### config.mk
export PLATFORM = sky130hd
export DESIGN_NAME = music_player_flat
export DESIGN_NICKNAME = d
export VERILOG_FILES = /design/src/rtl/music_pkg.sv /design/src/rtl/music_if.sv /design/src/rtl/tone_gen.sv /design/src/rtl/music_player.sv /design/src/flat_wrapper.sv
export SDC_FILE = /design/constraint.sdc
export NUM_CORES = 1
export LEC_CHECK = 0
export BUFFER_PORTS_ARGS = -buffer_cell sky130_fd_sc_hd__buf_2
export CORE_ASPECT_RATIO = 1.1
export CORE_MARGIN = 8
export CORE_UTILIZATION = 35
export DETAILED_ROUTE_END_ITERATION = 6
export PLACE_DENSITY_LB_ADDON = 0.08
export REMOVE_ABC_BUFFERS = 1
export SETUP_SLACK_MARGIN = 0.5
export SKIP_CTS_REPAIR_TIMING = 1
export SYNTH_ARGS = -nofsm -noshare
export SYNTH_HDL_FRONTEND = slang
export SYNTH_HIERARCHICAL = 1
export SYNTH_SLANG_ARGS = --single-unit
### constraint.sdc
create_clock -name clk -period 4.4 [get_ports clk]
set_input_delay 0 -clock clk [delete_from_list [all_inputs] [get_ports clk]]
set_output_delay 0 -clock clk [all_outputs]
set_load 0.02 [all_outputs]
### src/rtl/music_pkg.sv
// Shared types and constants for the song sequencer.
package music_pkg;

  localparam int unsigned SYS_CLK_HZ = 50_000_000;
  localparam int unsigned DEF_ADDR_W = 5;
  localparam int unsigned DEF_DATA_W = 20;

  typedef enum logic [1:0] {
    IDLE,
    FETCH,
    LOAD,
    PLAY
  } state_t;

  // Half-period in system clocks for a tone of the given frequency.
  function automatic int unsigned half_period(input int unsigned freq);
    return SYS_CLK_HZ / freq / 2;
  endfunction

endpackage

### src/rtl/music_if.sv
// Control, ROM and audio signals between the song sequencer and its host.
interface music_if #(
  parameter int unsigned ADDR_W = music_pkg::DEF_ADDR_W,
  parameter int unsigned DATA_W = music_pkg::DEF_DATA_W
);
  logic              start;
  logic              stop;
  logic              loop;
  logic [ADDR_W-1:0] rom_addr;
  logic [DATA_W-1:0] rom_data;
  logic              speaker;
  logic              busy;
  logic              done;

  modport master (
    output start, stop, loop, rom_data,
    input  rom_addr, speaker, busy, done
  );

  modport slave (
    input  start, stop, loop, rom_data,
    output rom_addr, speaker, busy, done
  );
endinterface

### src/rtl/tone_gen.sv
// Square-wave generator: toggles speaker every `half` enabled clocks.
module tone_gen #(
  parameter int unsigned DATA_W = 20
) (
  input  logic              clk,
  input  logic              rst_n,
  input  logic              clear,
  input  logic              enable,
  input  logic [DATA_W-1:0] half,
  output logic              speaker
);

  logic [DATA_W-1:0] tone_cnt;

  // A zero half-period is a rest: the counter and speaker stay idle.
  always_ff @(posedge clk or negedge rst_n) begin
    if (!rst_n) begin
      tone_cnt <= '0;
      speaker  <= 1'b0;
    end else if (clear) begin
      tone_cnt <= '0;
      speaker  <= 1'b0;
    end else if (enable && (half != '0)) begin
      if (tone_cnt == half - DATA_W'(1)) begin
        tone_cnt <= '0;
        speaker  <= ~speaker;
      end else begin
        tone_cnt <= tone_cnt + DATA_W'(1);
      end
    end
  end

endmodule

### src/rtl/music_player.sv
// Song sequencer: walks the note ROM, holds each note NOTE_LEN clocks, drives the speaker.
module music_player
  import music_pkg::*;
#(
  parameter int unsigned NUM_NOTES = 31,
  parameter int unsigned NOTE_LEN  = 12_500_000,
  parameter int unsigned ADDR_W    = DEF_ADDR_W,
  parameter int unsigned DATA_W    = DEF_DATA_W
) (
  input logic     clk,
  input logic     rst_n,
  music_if.slave  bus
);

  localparam int unsigned       NOTE_W    = $clog2(NOTE_LEN);
  localparam logic [ADDR_W-1:0] LAST_ADDR = ADDR_W'(NUM_NOTES - 1);
  localparam logic [NOTE_W-1:0] LAST_TICK = NOTE_W'(NOTE_LEN - 1);

  state_t              state, state_d;
  logic [ADDR_W-1:0]   rom_addr, rom_addr_d;
  logic [NOTE_W-1:0]   note_cnt, note_cnt_d;
  logic [DATA_W-1:0]   half_reg, half_d;
  logic                done, done_d;
  logic                busy;
  logic                tone_clear, tone_en;

  always_ff @(posedge clk or negedge rst_n) begin
    if (!rst_n) begin
      state    <= IDLE;
      rom_addr <= '0;
      note_cnt <= '0;
      half_reg <= '0;
      done     <= 1'b0;
      busy     <= 1'b0;
    end else begin
      state    <= state_d;
      rom_addr <= rom_addr_d;
      note_cnt <= note_cnt_d;
      half_reg <= half_d;
      done     <= done_d;
      busy     <= (state_d != IDLE);
    end
  end

  always_comb begin
    state_d    = state;
    rom_addr_d = rom_addr;
    note_cnt_d = note_cnt;
    half_d     = half_reg;
    done_d     = 1'b0;
    tone_clear = 1'b0;
    tone_en    = 1'b0;

    case (state)
      IDLE: begin
        if (bus.start) begin
          rom_addr_d = '0;
          state_d    = FETCH;
        end
      end
      FETCH: begin
        tone_clear = 1'b1;
        state_d    = LOAD;
      end
      LOAD: begin
        half_d     = bus.rom_data;
        note_cnt_d = '0;
        tone_clear = 1'b1;
        state_d    = PLAY;
      end
      PLAY: begin
        tone_en = 1'b1;
        if (note_cnt == LAST_TICK) begin
          // Note boundary: the speaker is forced low through FETCH/LOAD.
          note_cnt_d = '0;
          tone_clear = 1'b1;
          if (rom_addr < LAST_ADDR) begin
            rom_addr_d = rom_addr + ADDR_W'(1);
            state_d    = FETCH;
          end else if (bus.loop) begin
            rom_addr_d = '0;
            state_d    = FETCH;
          end else begin
            done_d  = 1'b1;
            state_d = IDLE;
          end
        end else begin
          note_cnt_d = note_cnt + NOTE_W'(1);
        end
      end
      default: state_d = IDLE;
    endcase

    // Stop overrides every other event.
    if (bus.stop) begin
      state_d    = IDLE;
      rom_addr_d = '0;
      note_cnt_d = '0;
      half_d     = '0;
      done_d     = 1'b0;
      tone_clear = 1'b1;
      tone_en    = 1'b0;
    end
  end

  tone_gen #(.DATA_W(DATA_W)) u_tone (
    .clk     (clk),
    .rst_n   (rst_n),
    .clear   (tone_clear),
    .enable  (tone_en),
    .half    (half_reg),
    .speaker (bus.speaker)
  );

  assign bus.rom_addr = rom_addr;
  assign bus.busy     = busy;
  assign bus.done     = done;

endmodule

### src/flat_wrapper.sv
// flat-port wrapper written by rule: the top's interface ports become plain ports
module music_player_flat import music_pkg::*;
#(
  parameter int unsigned NUM_NOTES = 31,
  parameter int unsigned NOTE_LEN  = 12_500_000,
  parameter int unsigned ADDR_W    = DEF_ADDR_W,
  parameter int unsigned DATA_W    = DEF_DATA_W
)
  (clk, rst_n, bus_start, bus_stop, bus_loop, bus_rom_data, bus_rom_addr, bus_speaker, bus_busy, bus_done);
  music_if #(.ADDR_W(ADDR_W), .DATA_W(DATA_W)) bus_i ();
  input logic clk;
  input logic rst_n;
  input wire logic [$bits(bus_i.start)-1:0] bus_start;
  input wire logic [$bits(bus_i.stop)-1:0] bus_stop;
  input wire logic [$bits(bus_i.loop)-1:0] bus_loop;
  input wire logic [$bits(bus_i.rom_data)-1:0] bus_rom_data;
  output wire logic [$bits(bus_i.rom_addr)-1:0] bus_rom_addr;
  output wire logic [$bits(bus_i.speaker)-1:0] bus_speaker;
  output wire logic [$bits(bus_i.busy)-1:0] bus_busy;
  output wire logic [$bits(bus_i.done)-1:0] bus_done;
  assign bus_i.start = bus_start;
  assign bus_i.stop = bus_stop;
  assign bus_i.loop = bus_loop;
  assign bus_i.rom_data = bus_rom_data;
  assign bus_rom_addr = bus_i.rom_addr;
  assign bus_speaker = bus_i.speaker;
  assign bus_busy = bus_i.busy;
  assign bus_done = bus_i.done;
  music_player #(.NUM_NOTES(NUM_NOTES), .NOTE_LEN(NOTE_LEN), .ADDR_W(ADDR_W), .DATA_W(DATA_W)) u_core (.clk(clk), .rst_n(rst_n), .bus(bus_i));
endmodule
Word level (Yosys, flattened, before mapping)
Index checks and enable logic that the tools add are counted.
Storage, ports and cells
  bits in registers: 74
  bits in latches: 0
  memory bits (writable): 0
  ROM bits: 0
  output and inout bits: 8
  logic and storage cells: 67
  memories kept: 0
Operators by class
  add/subtract/negate cells: 4
  $mul: 0
  divide/modulo/power cells: 0
  order comparisons: 1
  eq/ne operators: 8
  shifts and indexed selects: 0
  mux-type cells: 33
  bitwise logic cells: 1
  reduce and logical (&&, ||, !) cells: 12
Operators by type and width (number)
  $mux W20: 5
  $mux W24: 2
  $pmux W24 S2: 1
  $mux W5: 5
  $add A24 B1 Y24 const B: 1
  $eq A24 B24 Y1 const B: 1
  $add A20 B1 Y20 const B: 1
  $eq A20 B20 Y1: 1
  $reduce_bool A20 Y1: 1
  $sub A20 B1 Y20 const B: 1
  $mux W1: 13
  $pmux W5 S2: 1
  $mux W2: 4
  $pmux W2 S4: 1
  $reduce_bool A2 Y1: 4
  $reduce_bool A3 Y1: 2
  $add A5 B1 Y5 const B: 1
  $lt A5 B5 Y1 const B: 1
  $eq A2 B2 Y1 const B: 2
  $ne A4 B3 Y1 const B: 1
  $reduce_and A4 Y1: 1
  $ne A3 B2 Y1 const B: 1
  $ne A3 B3 Y1 const B: 1
  $eq A2 B1 Y1 const B: 1
  other kinds (6): 6

Logic depth before layout (Yosys ltp)
Gate-level depths: netlist of the first run.
  depth after elaboration: 6
  gate-level depth with buffers: 14
  depth with buffers taken out: 12

Cells and area by module
Netlist of the first run, hierarchy kept.
By module, submodules not included
  music_player: instances 1, cells an instance 287, area an instance 2783.9 µm²
  tone_gen: instances 1, cells an instance 218, area an instance 1815.5 µm²

Least setup slack after synthesis of the first run
Ideal clock, no wire load.
  path type: register to register
  from: reg u_core.half_reg[3]
  to: reg u_core.u_tone.tone_cnt[18]
  library setup time: 119 ps
  arrival time: 3068 ps
  required time: 4281 ps
  path slack: 1213 ps
  stages on the path, launching flop included: 13
  buffers on the path: 4
  period minus slack after synthesis: 3187 ps
  cell sequence: dfrtp_1 buf_6 or4_4 or4_4 buf_6 xnor2_1 o221ai_1 a21oi_1 or4_1 buf_2 o21ai_2 buf_4 nor2_1
Between the ends
  longest elaborated chain between the ends: 5
  elaborated cells between the ends (all ways): 8
  those cells by class: 1 x add/sub; 1 x eq/ne; 3 x mux; 3 x reduce/logical
Ends and longest elaborated chain
  start: declaration: RTL line music_player.sv:22  | logic [DATA_W-1:0] half_reg, half_d;
  start signal: assignment: RTL line music_player.sv:39  | half_reg <= half_d;
  $sub A20 B1 Y20: RTL line tone_gen.sv:24  | if (tone_cnt == half - DATA_W'(1)) begin
  $eq A20 B20 Y1: RTL line tone_gen.sv:24
  $mux W20: RTL line tone_gen.sv:24
  $mux W20: RTL line tone_gen.sv:23  | end else if (enable && (half != '0)) begin
  $mux W20: RTL line tone_gen.sv:20  | end else if (clear) begin
  end signal: assignment: RTL line tone_gen.sv:28  | tone_cnt <= tone_cnt + DATA_W'(1);
  end: declaration: RTL line tone_gen.sv:13  | logic [DATA_W-1:0] tone_cnt;
Parallel ways exist; a longest one is shown, timed or not. The select of a mux whose other input is x is not followed.
A chain may end at the register's enable or synchronous reset.

Worst setup path in the final report of the first run
  from: reg u_core.half_reg[3]
  to: reg u_core.u_tone.tone_cnt[13]
The elaborated chain is that of the path after synthesis.

==> metrics.txt, run 1 <==
sum of negative setup slack 0 ns; Yosys warning count 6; Die X 125.3 µm; area share of fa/ha/maj cells after synthesis 2.176%; Setup violations, final 0; Worst-Margin Slew 0.9699 ns; Syn Std Cell Area 4599 µm²; Fmax 0.2737 GHz; final worst path period need 3.653 ns; first-pass GRT wire length 18890 µm; worst hold path class in2reg; RSZ-0062 raised after global routing no; Largest register FFs 24; maximum vdd drop 0.0001968 V; row count 44; largest net degree at the start of global routing 75; drt pass-1 iters 4; ant diodes 0; clock sink total 74; #FFs+latches synth 74; CP Capture Type flop; initial antenna violation count 0; top_reg_cell synth dfrtp_1; combinational family with the most area after synthesis simple AND/OR/NAND/NOR gates; sequential share of the synthesized area 40.26%; Leak 2.359 nW; DR WL/cell 16.60 µm; Final #Nets 585; placed cells 681; Post-Synth XOR/XNOR Area 7.236%; Clock Latency Late Sink 0.34 ns; vias 3848; worst path arrival time 3.85 ns; CP max FO 15; Synth top area share 40.26%; routability cong. 0.8167; final hold viol count 0; GRT Total Usage 14.09%; total power 2.654 mW; Initial Util 35.25%; final worst path period share 83.03%; CTS tree yes; CTS buffer count 9; htree depth 3; clock-pin transition on the worst setup and hold timing paths 0.06 ns; Post-Synth Simple-Gate Area 28.18%; multiplexer share of the synthesized area 5.522%; clock buffer depth 2; most frequent cell after synthesis dfrtp_1; Area Overhead vs Synth 18.85%; Rel. slew slack 35.34%; die area 17070 µm²; CP Launch Type flop; DRC errors left 0; GRT Residual Overflow 0; Via density 5.359; library cells used by synthesis 67; initial DRC count 199; Detailed Place HPWL 8267 µm; I/O Pins 33; Post-synth EDFFs 0; Post-Syn Area per Cell 9.108 µm²; outcome finished clean; cell taking the most area after synthesis dfrtp_1; Die H 136.2 µm; clk_skew 0.008237 ns; Worst Path Required 4.60 ns; PwrDens 485.4 nW/µm²; Post-Syn Instances 505; CP Class reg2reg; Synth area leaders dfrtp_1 (40%), nor2_1 (5.1%), mux2i_1 (4.8%); CTS root buffer clkbuf_16; Post-synth top cells dfrtp_1 (74), nor2_1 (62), nand2_1 (48); ys async rst share 100.0%; IO Port Bufs 32; share of cells above drive strength 1 13.11%; post-synthesis compound-gate area fraction 13.03%; Slew Viols, Final 0; final WL 11920 µm; vias in the first global route 3647; core area 13050 µm²; number of antenna-violating nets in the routed design 0; Layout Cells excl Fill 718; max cap viols 0
-- metal layers --
metal,share of wire (%),vias up,GRT usage (%)
li1,-,1928,-
met1,47,1862,16.76
met2,49,44,24.43
met3,2.1,14,2.315
met4,1.9,0,6.906
met5,0,-,0
-- layout make-up --
type | count | area (µm²)
Fill cell | 1266 | 7581
Multi-Input combinational cell | 396 | 2586
Sequential cell | 74 | 1852
Timing Repair Buffer | 58 | 410.4
Clock buffer | 11 | 242.7
Tap cell | 161 | 201.4
Clock inverter | 5 | 125.1
Inverter | 13 | 48.80
-- cells in the final DEF (no fill, tap or decap), types with 6 or more instances in the layout --
cell,Yosys,final
a21oi_1,22,21
a31oi_1,17,17
and3_1,8,8
buf_2,3,31
buf_4,4,6
clkbuf_16,0,9
dfrtp_1,74,74
dlygate4sd3_1,0,21
ha_1,8,8
inv_1,13,13
mux2i_1,22,22
nand2_1,48,48
nand2b_1,10,10
nand3_1,26,26
nand4_1,13,13
nor2_1,62,62
nor3_1,9,9
nor4_1,10,10
o21ai_0,14,14
or3_1,6,6
xnor2_1,23,23
xor2_1,15,15
-- power by group --
group	total [mW]	switching (mW)	internal, mW
registers	0.819	0.0856	0.733
clock network	0.922	0.295	0.626
logic	0.913	0.506	0.408
-- final timing paths --
kind / from / endpoint / slack, ns / cells after the start
max: u_core/half_reg[3]$_DFFE_PN0P_ / u_core/u_tone/tone_cnt[13]$_DFFE_PN0P_ / 0.75 / 8
min: bus_loop / u_core/bus.done$_DFF_PN0_ / 0.02 / 3
max reg2reg: u_core/half_reg[3]$_DFFE_PN0P_ / u_core/u_tone/tone_cnt[13]$_DFFE_PN0P_ / 0.75 / 8
min reg2reg: u_core/note_cnt[23]$_DFFE_PN0P_ / u_core/note_cnt[23]$_DFFE_PN0P_ / 0.48 / 1
max in group asynchronous: rst_n / u_core/bus.busy$_DFF_PN0_ / 3.42 / 2
min in group asynchronous: rst_n / u_core/u_tone/tone_cnt[1]$_DFFE_PN0P_ / 0.35 / 2
-- cell families after synthesis --
family / count (synthesis)
buffers and inverters: 35
DFF: 74
xor gates and xnor gates: 38
adders and majority gates: 8
muxes: 25
AOI/OAI and AO/OA: 88
and+or+nand+nor: 237
-- critical path, cell delays in order, from the launching register on --
cell	delay, ns
dfrtp_1	0.51
or4_4	0.60
or4_4	0.55
xnor2_1	0.15
o221ai_1	0.18
a21oi_1	0.10
or4_1	0.66
o21ai_2	0.63
nor2_1	0.12
-- through the flow --
| step | setup slack (ns) | utilization [%] | hold slack, ns | area, µm² |
|---|---|---|---|---|
| 2_1_floorplan | 1.234 | - | -0.2956 | 4483 |
| 3_3_place_gp | 0.7886 | 37.47 | 0.2319 | 4888 |
| 3_5_place_dp | 0.7247 | 37.47 | 0.2366 | 4888 |
| 4_1_cts | 0.7092 | 40.29 | -0.1412 | 5256 |
| 5_1_grt | 0.5158 | 41.90 | 0.04331 | 5466 |
| 6_report | 0.7468 | 41.90 | 0.01791 | 5466 |
No activity file was read; power rests on OpenSTA's default activity.
==> inputs of run 2 (changes only) <==
==> constraint.sdc (replaced) <==
create_clock -name clk -period 3.11 [get_ports clk]
set_input_delay 0 -clock clk [delete_from_list [all_inputs] [get_ports clk]]
set_output_delay 0 -clock clk [all_outputs]
set_load 0.02 [all_outputs]
==> run 2 against run 1 <==
Against the previous run:
- the run now ends with hold timing left
- routed wire length rose by 3.7%
- count of clock-buffer cells in the layout rose by 1
- die area did not move
- critical path type unchanged
- largest cell class unchanged
- largest power group is now combinational logic
==> metrics.txt, run 2 (synthesis results as in run 1) <==
outcome complete, but fails checks; violated checks hold timing; Critical R2R Capture u_core/u_tone/speaker$_DFFE_PN0P_; Die H 136.2 µm (unchanged); initial DRC count 152 (-24%); CTS root buffer clkbuf_16; sequential share of power 28.7% (-2.1 points); I/O Pins 33 (unchanged); DR WL/cell 16.34 µm (-1.6%); Setup violations, final 0 (unchanged); htree depth 3 (unchanged); DRC errors left 0 (unchanged); Worst Path Required 3.39 ns (-1.21 ns); worst-path cell chain or4_4 -> or4_4 -> xnor2_2 -> o221ai_2 -> a21oi_2 -> or4_4 -> or4_1 -> nand2_1; clock buffer depth 2 (unchanged); clock-pin transition on the worst setup and hold timing paths 0.06 ns (about the same); Finished Cell Area 5808 µm² (+6.2%); Largest register FFs 24 (unchanged); first-pass GRT wire length 20230 µm (+7.1%); critical path's slowest cell or4_4; largest net degree at the start of global routing 75 (unchanged); Layout Cells excl Fill 757 (+5.4%); worst path arrival time 3.25 ns (-0.60 ns); CTS buffer count 9 (unchanged); Detailed Place HPWL 8666 µm (+4.8%); clk_skew 0.004184 ns (-0.004053 ns); die area 17070 µm² (unchanged); FF-to-FF setup slack 0.14 ns (-0.61 ns); RSZ-0062 raised after global routing yes; Final #Nets 625 (+6.8%); vias in the first global route 4006 (+9.8%); Leak 2.563 nW (+8.7%); Via density 5.313 (-0.86%); final worst path period share 95.49% (+12 points); FF-to-FF path depth 8 (unchanged); area of the multi-input gates 2689 µm² (+4.0%); most frequent cells in the layout dfrtp_1 (74), nor2_1 (62), nand2_1 (48); CP Launch Type flop; commonest non-fill, non-tap cell in the layout dfrtp_1; final WL 12370 µm (+3.7%); CP max FO 4 (-11); core area 13050 µm² (unchanged); P_sw 1.353 mW (+53%); GRT Total Usage 14.85% (+0.76 points); clock share of power 26.8% (-7.9 points); clock sink total 74 (unchanged); Slew Viols, Final 0 (unchanged); WHS Path Cells 3 (unchanged); switching share of total power 35.17% (+1.8 points); number of antenna-violating nets in the routed design 0 (unchanged); Die X 125.3 µm (unchanged); drt pass-1 iters 7 (+3); final hold viol count 1 (+1); Slowest Stage Delay on Critical Path 0.58 ns (-0.08 ns); Most Frequent Cell on Critical Path or4_4; routability cong. 0.7974 (-2.4%); ant diodes 0 (unchanged); initial antenna violation count 0 (unchanged); Rel. slew slack 34.60% (-0.74 points); Comb power frac 44.5% (+10 points); final worst path period need 2.970 ns (-0.6834 ns); hold endpoint u_core/bus.done$_DFF_PN0_; share of cells above drive strength 1 21.48% (+8.4 points); worst hold path class in2reg; HP Start bus_loop; PwrDens 662.3 nW/µm² (+36%); IO Port Bufs 32 (unchanged); GRT Residual Overflow 0 (unchanged); Area Overhead vs Synth 26.28%; Worst-Margin Slew 0.9811 ns (+0.01115 ns); max cap viols 0 (unchanged); Power Internal 2.494 mW (+41%); CP Capture Type flop; Placement Cell Area 5156 µm² (+5.5%); FILL cells 1303 (+2.9%); Fmax 0.3367 GHz (+23%); placed cells 715 (+5.0%); CP Class reg2reg; Initial Util 35.25% (unchanged); Worst Hold Slack -0.0003127 ns (-0.01822 ns); maximum vdd drop 0.0002418 V (+23%); worst r2r src u_core/half_reg[3]$_DFFE_PN0P_; vias 4022 (+4.5%); CTS tree yes; FF/Latch Area 1852 µm² (unchanged); sum of negative setup slack 0 ns (unchanged); row count 44 (unchanged); Clock Latency Late Sink 0.34 ns (about the same)
run 2: worst max-delay path, delay by kind of cell, from the launching register on:
| family | cells | cell delay, ns |
|---|---|---|
| flops | 1 | 0.37 |
| xor+xnor | 1 | 0.16 |
| compound gates | 2 | 0.24 |
| simple gates | 5 | 2.15 |
run 2: area by class of cell:
type,count,share of cell area [%]
clock inverters,3,0.6894
well taps,161,3.468
flip-flops and latches,74,31.88
clock buffers,12,4.244
inverters,13,0.8402
multi-input cells,396,46.29
repair buffers,98,12.58
run 2: metrics by stage:
| stage | setup WS [ns] | hold slack (ns) | power, mW | util, % |
|---|---|---|---|---|
| after floorplan | -0.05629 | -0.2956 | 2.119 | - |
| after global placement | -0.03954 | 0.2369 | 2.656 | 39.52 |
| after detailed placement | 0.0003548 | 0.2341 | 2.673 | 39.52 |
| after CTS | -0.02894 | -0.1343 | 3.732 | 41.71 |
| after global routing | 0.02755 | 0.007701 | 4.098 | 44.51 |
| final | 0.1403 | -0.0003127 | 3.847 | 44.51 |
run 2: layer usage:
metal / track usage [%] / up-vias / share of wire [%]
met5: 0 / - / 0
met4: 6.703 / 0 / 1.4
met3: 2.550 / 13 / 1.9
met2: 25.73 / 44 / 51
met1: 17.81 / 1951 / 45
li1: - / 2014 / -
run 2: power groups by stage:
stage	clock, mW	combinational, mW	sequential, mW
floorplan	0	0.973	1.15
detailed placement	0	1.55	1.12
finish	1.03	1.71	1.10
global route	1.10	1.88	1.11
global placement	0	1.54	1.12
CTS	1.07	1.56	1.10
run 2: worst max path at each step:
stage,start,endpoint,slack (ns),depth (start not counted)
floorplan,u_core/half_reg[3]$_DFFE_PN0P_,u_core/u_tone/tone_cnt[10]$_DFFE_PN0P_,-0.06,8
global placement,u_core/note_cnt[6]$_DFFE_PN0P_,u_core/u_tone/tone_cnt[17]$_DFFE_PN0P_,-0.04,12
detailed placement,u_core/note_cnt[8]$_DFFE_PN0P_,u_core/u_tone/tone_cnt[17]$_DFFE_PN0P_,0.0004,12
CTS,u_core/note_cnt[8]$_DFFE_PN0P_,u_core/u_tone/tone_cnt[17]$_DFFE_PN0P_,-0.03,12
global route,u_core/half_reg[0]$_DFFE_PN0P_,u_core/u_tone/speaker$_DFFE_PN0P_,0.03,11
finish,u_core/half_reg[3]$_DFFE_PN0P_,u_core/u_tone/speaker$_DFFE_PN0P_,0.14,8
==> inputs of run 3 (changes only) <==
--- a/config.mk
+++ b/config.mk
@@ -7,8 +7,7 @@
 export LEC_CHECK = 0
 export BUFFER_PORTS_ARGS = -buffer_cell sky130_fd_sc_hd__buf_2
 export CORE_ASPECT_RATIO = 1.1
-export CORE_MARGIN = 8
-export CORE_UTILIZATION = 35
+export CORE_UTILIZATION = 55
 export DETAILED_ROUTE_END_ITERATION = 6
 export PLACE_DENSITY_LB_ADDON = 0.08
 export REMOVE_ABC_BUFFERS = 1
==> run 3 against run 2 <==
Against the previous run:
- the flow now finishes without violations
- die area shrank 49%
- fmax shrank 1.2%
- largest cell class unchanged
- clock power shrank 28%
- power shrank 11%
==> metrics.txt, run 3 (synthesis results as in run 1) <==
CTS root buffer clkbuf_8; clk_skew 0.008937 ns (+0.004752 ns); vias 4049 (+0.67%); final hold viol count 0 (-1); Die X 89.19 µm (-29%); Leak 2.458 nW (-4.1%); Rel. slew slack 39.19% (+4.6 points); commonest non-fill, non-tap cell in the layout dfrtp_1; Worst Setup SP u_core/half_reg[3]$_DFFE_PN0P_; worst hold path class in2reg; worst path arrival time 3.29 ns (+0.04 ns); Worst Path Required 3.40 ns (about the same); first-pass GRT wire length 17520 µm (-13%); RSZ-0062 raised after global routing yes; Slew Viols, Final 0 (unchanged); clock buffer depth 2 (unchanged); GRT Total Usage 25.86% (+11 points); max cap viols 0 (unchanged); IO Port Bufs 32 (unchanged); PwrDens 613.2 nW/µm² (-7.4%); Setup violations, final 0 (unchanged); Slowest Stage Delay on Critical Path 0.57 ns (about the same); number of antenna-violating nets in the routed design 0 (unchanged); final worst path period share 96.67% (+1.2 points); Initial Util 57.51% (+22 points); vias in the first global route 3826 (-4.5%); area of the multi-input gates 2718 µm² (+1.1%); HP Start bus_start; Final #Nets 615 (-1.6%); GRT Residual Overflow 0 (unchanged); Die H 97.91 µm (-28%); clock-pin transition on the worst setup and hold timing paths 0.08 ns (+0.02 ns); clock sink total 74 (unchanged); initial antenna violation count 0 (unchanged); total power 3.435 mW (-11%); final worst path period need 3.007 ns (+0.03682 ns); DR WL/cell 16.12 µm (-1.4%); critical path's slowest cell or4_4; ant diodes 0 (unchanged); worst r2r src u_core/half_reg[3]$_DFFE_PN0P_; die area 8733 µm² (-49%); row count 34 (-23%); DRC errors left 0 (unchanged); I/O Pins 33 (unchanged); CTS tree yes; drt pass-1 iters 4 (-3); pre-CTS WS 0.06131 ns (+0.06096 ns); Worst-Margin Slew 0.9121 ns (-0.06892 ns); worst-path cell chain or4_4 -> nor4_4 -> xnor2_1 -> nand3_1 -> or4_1 -> or4_4 -> or4_1 -> nand2_1; share of cells above drive strength 1 21.64% (+0.16 points); Fmax 0.3326 GHz (-1.2%); CP max FO 3 (-1); clock share of power 21.6% (-5.2 points); final WL 11200 µm (-9.5%); switching share of total power 37.65% (+2.5 points); Power Internal 2.142 mW (-14%); Detailed Place HPWL 7665 µm (-12%); most frequent cells in the layout dfrtp_1 (74), nor2_1 (62), nand2_1 (47); routability cong. 0.8811 (+10%); Via density 5.826 (+9.7%); Worst Hold Slack 0.05525 ns (+0.05556 ns); CP Launch Type flop; sequential share of power 32.3% (+3.6 points); P_sw 1.293 mW (-4.4%); initial DRC count 166 (+9.2%); outcome finished clean; maximum vdd drop 0.0002972 V (+23%); htree depth 3 (unchanged); core area 7998 µm² (-39%); CP Capture Type flop; largest net degree at the start of global routing 75 (unchanged); final worst setup slack 0.1035 ns (-0.03682 ns); CP Class reg2reg; Clock Latency Late Sink 0.35 ns (about the same); Area Overhead vs Synth 21.79%; Largest register FFs 24 (unchanged); Comb power frac 46.0% (+1.5 points); CTS buffer count 9 (unchanged); FF/Latch Area 1852 µm² (unchanged); FILL cells 618 (-53%)
[run 3: changes by cell type in the layout (fill, tap and decap cells not counted), moves of 4 or more]
| cell | delta |
|---|---|
| buf_4 | -12 |
| clkbuf_16 | -9 |
| clkbuf_8 | +8 |
| o21ai_2 | +4 |
[run 3: worst max-delay path: cells and delay by family, from the launching register on]
kind             cells  cell delay, ns
flip-flops           1            0.39
XOR/XNOR             1            0.15
AND/OR/NAND/NOR      7            2.41
[run 3: power groups by stage]
stage                     sequential (mW)  combinational, mW  clock [mW]
after floorplan                      1.15              0.973           0
after global placement               1.12               1.38           0
after detailed placement             1.12               1.41           0
after CTS                            1.10               1.42       0.761
after global routing                 1.12               1.74       0.804
final                                1.11               1.58       0.743
[run 3: final timing paths]
| kind | end | slack (ns) | depth (start not counted) |
|---|---|---|---|
| worst max register to register | u_core/u_tone/speaker$_DFFE_PN0P_ | 0.10 | 8 |
| max in group asynchronous | u_core/half_reg[18]$_DFFE_PN0P_ | 2.20 | 2 |
| worst max-delay path | u_core/u_tone/speaker$_DFFE_PN0P_ | 0.10 | 8 |
| worst min register to register | u_core/note_cnt[23]$_DFFE_PN0P_ | 0.49 | 1 |
| worst min-delay path | u_core/state[1]$_DFF_PN0_ | 0.06 | 4 |
| min in group asynchronous | u_core/u_tone/tone_cnt[1]$_DFFE_PN0P_ | 0.33 | 2 |
[run 3: routing by layer]
| metal | global-route usage (%) | routed length [µm] |
|---|---|---|
| met5 | 0 | 0 |
| met4 | 9.035 | 208 |
| met3 | 4.311 | 365 |
| met2 | 45.33 | 5943 |
| met1 | 31.52 | 4683 |
[run 3: area by class of cell]
cell class                 instances  area share [%]
multi-input combinational        396           48.51
sequential                        74           33.06
timing repair buffer              88           11.66
tap                              108           2.412
clock buffer                      10           2.278
clock inverter                     6           1.206
inverter                          13          0.8711
[run 3: per-stage QoR]
step | instance area [µm²] | setup TNS [ns] | cells | utilization, %
5_1_grt | 5602 | 0 | 695 | 70.04
3_5_place_dp | 5017 | 0 | 654 | 62.73
2_1_floorplan | 4483 | -0.8286 | 483 | -
6_report | 5602 | 0 | 695 | 70.04
3_3_place_gp | 5017 | 0 | 654 | 62.73
4_1_cts | 5213 | 0 | 670 | 65.18
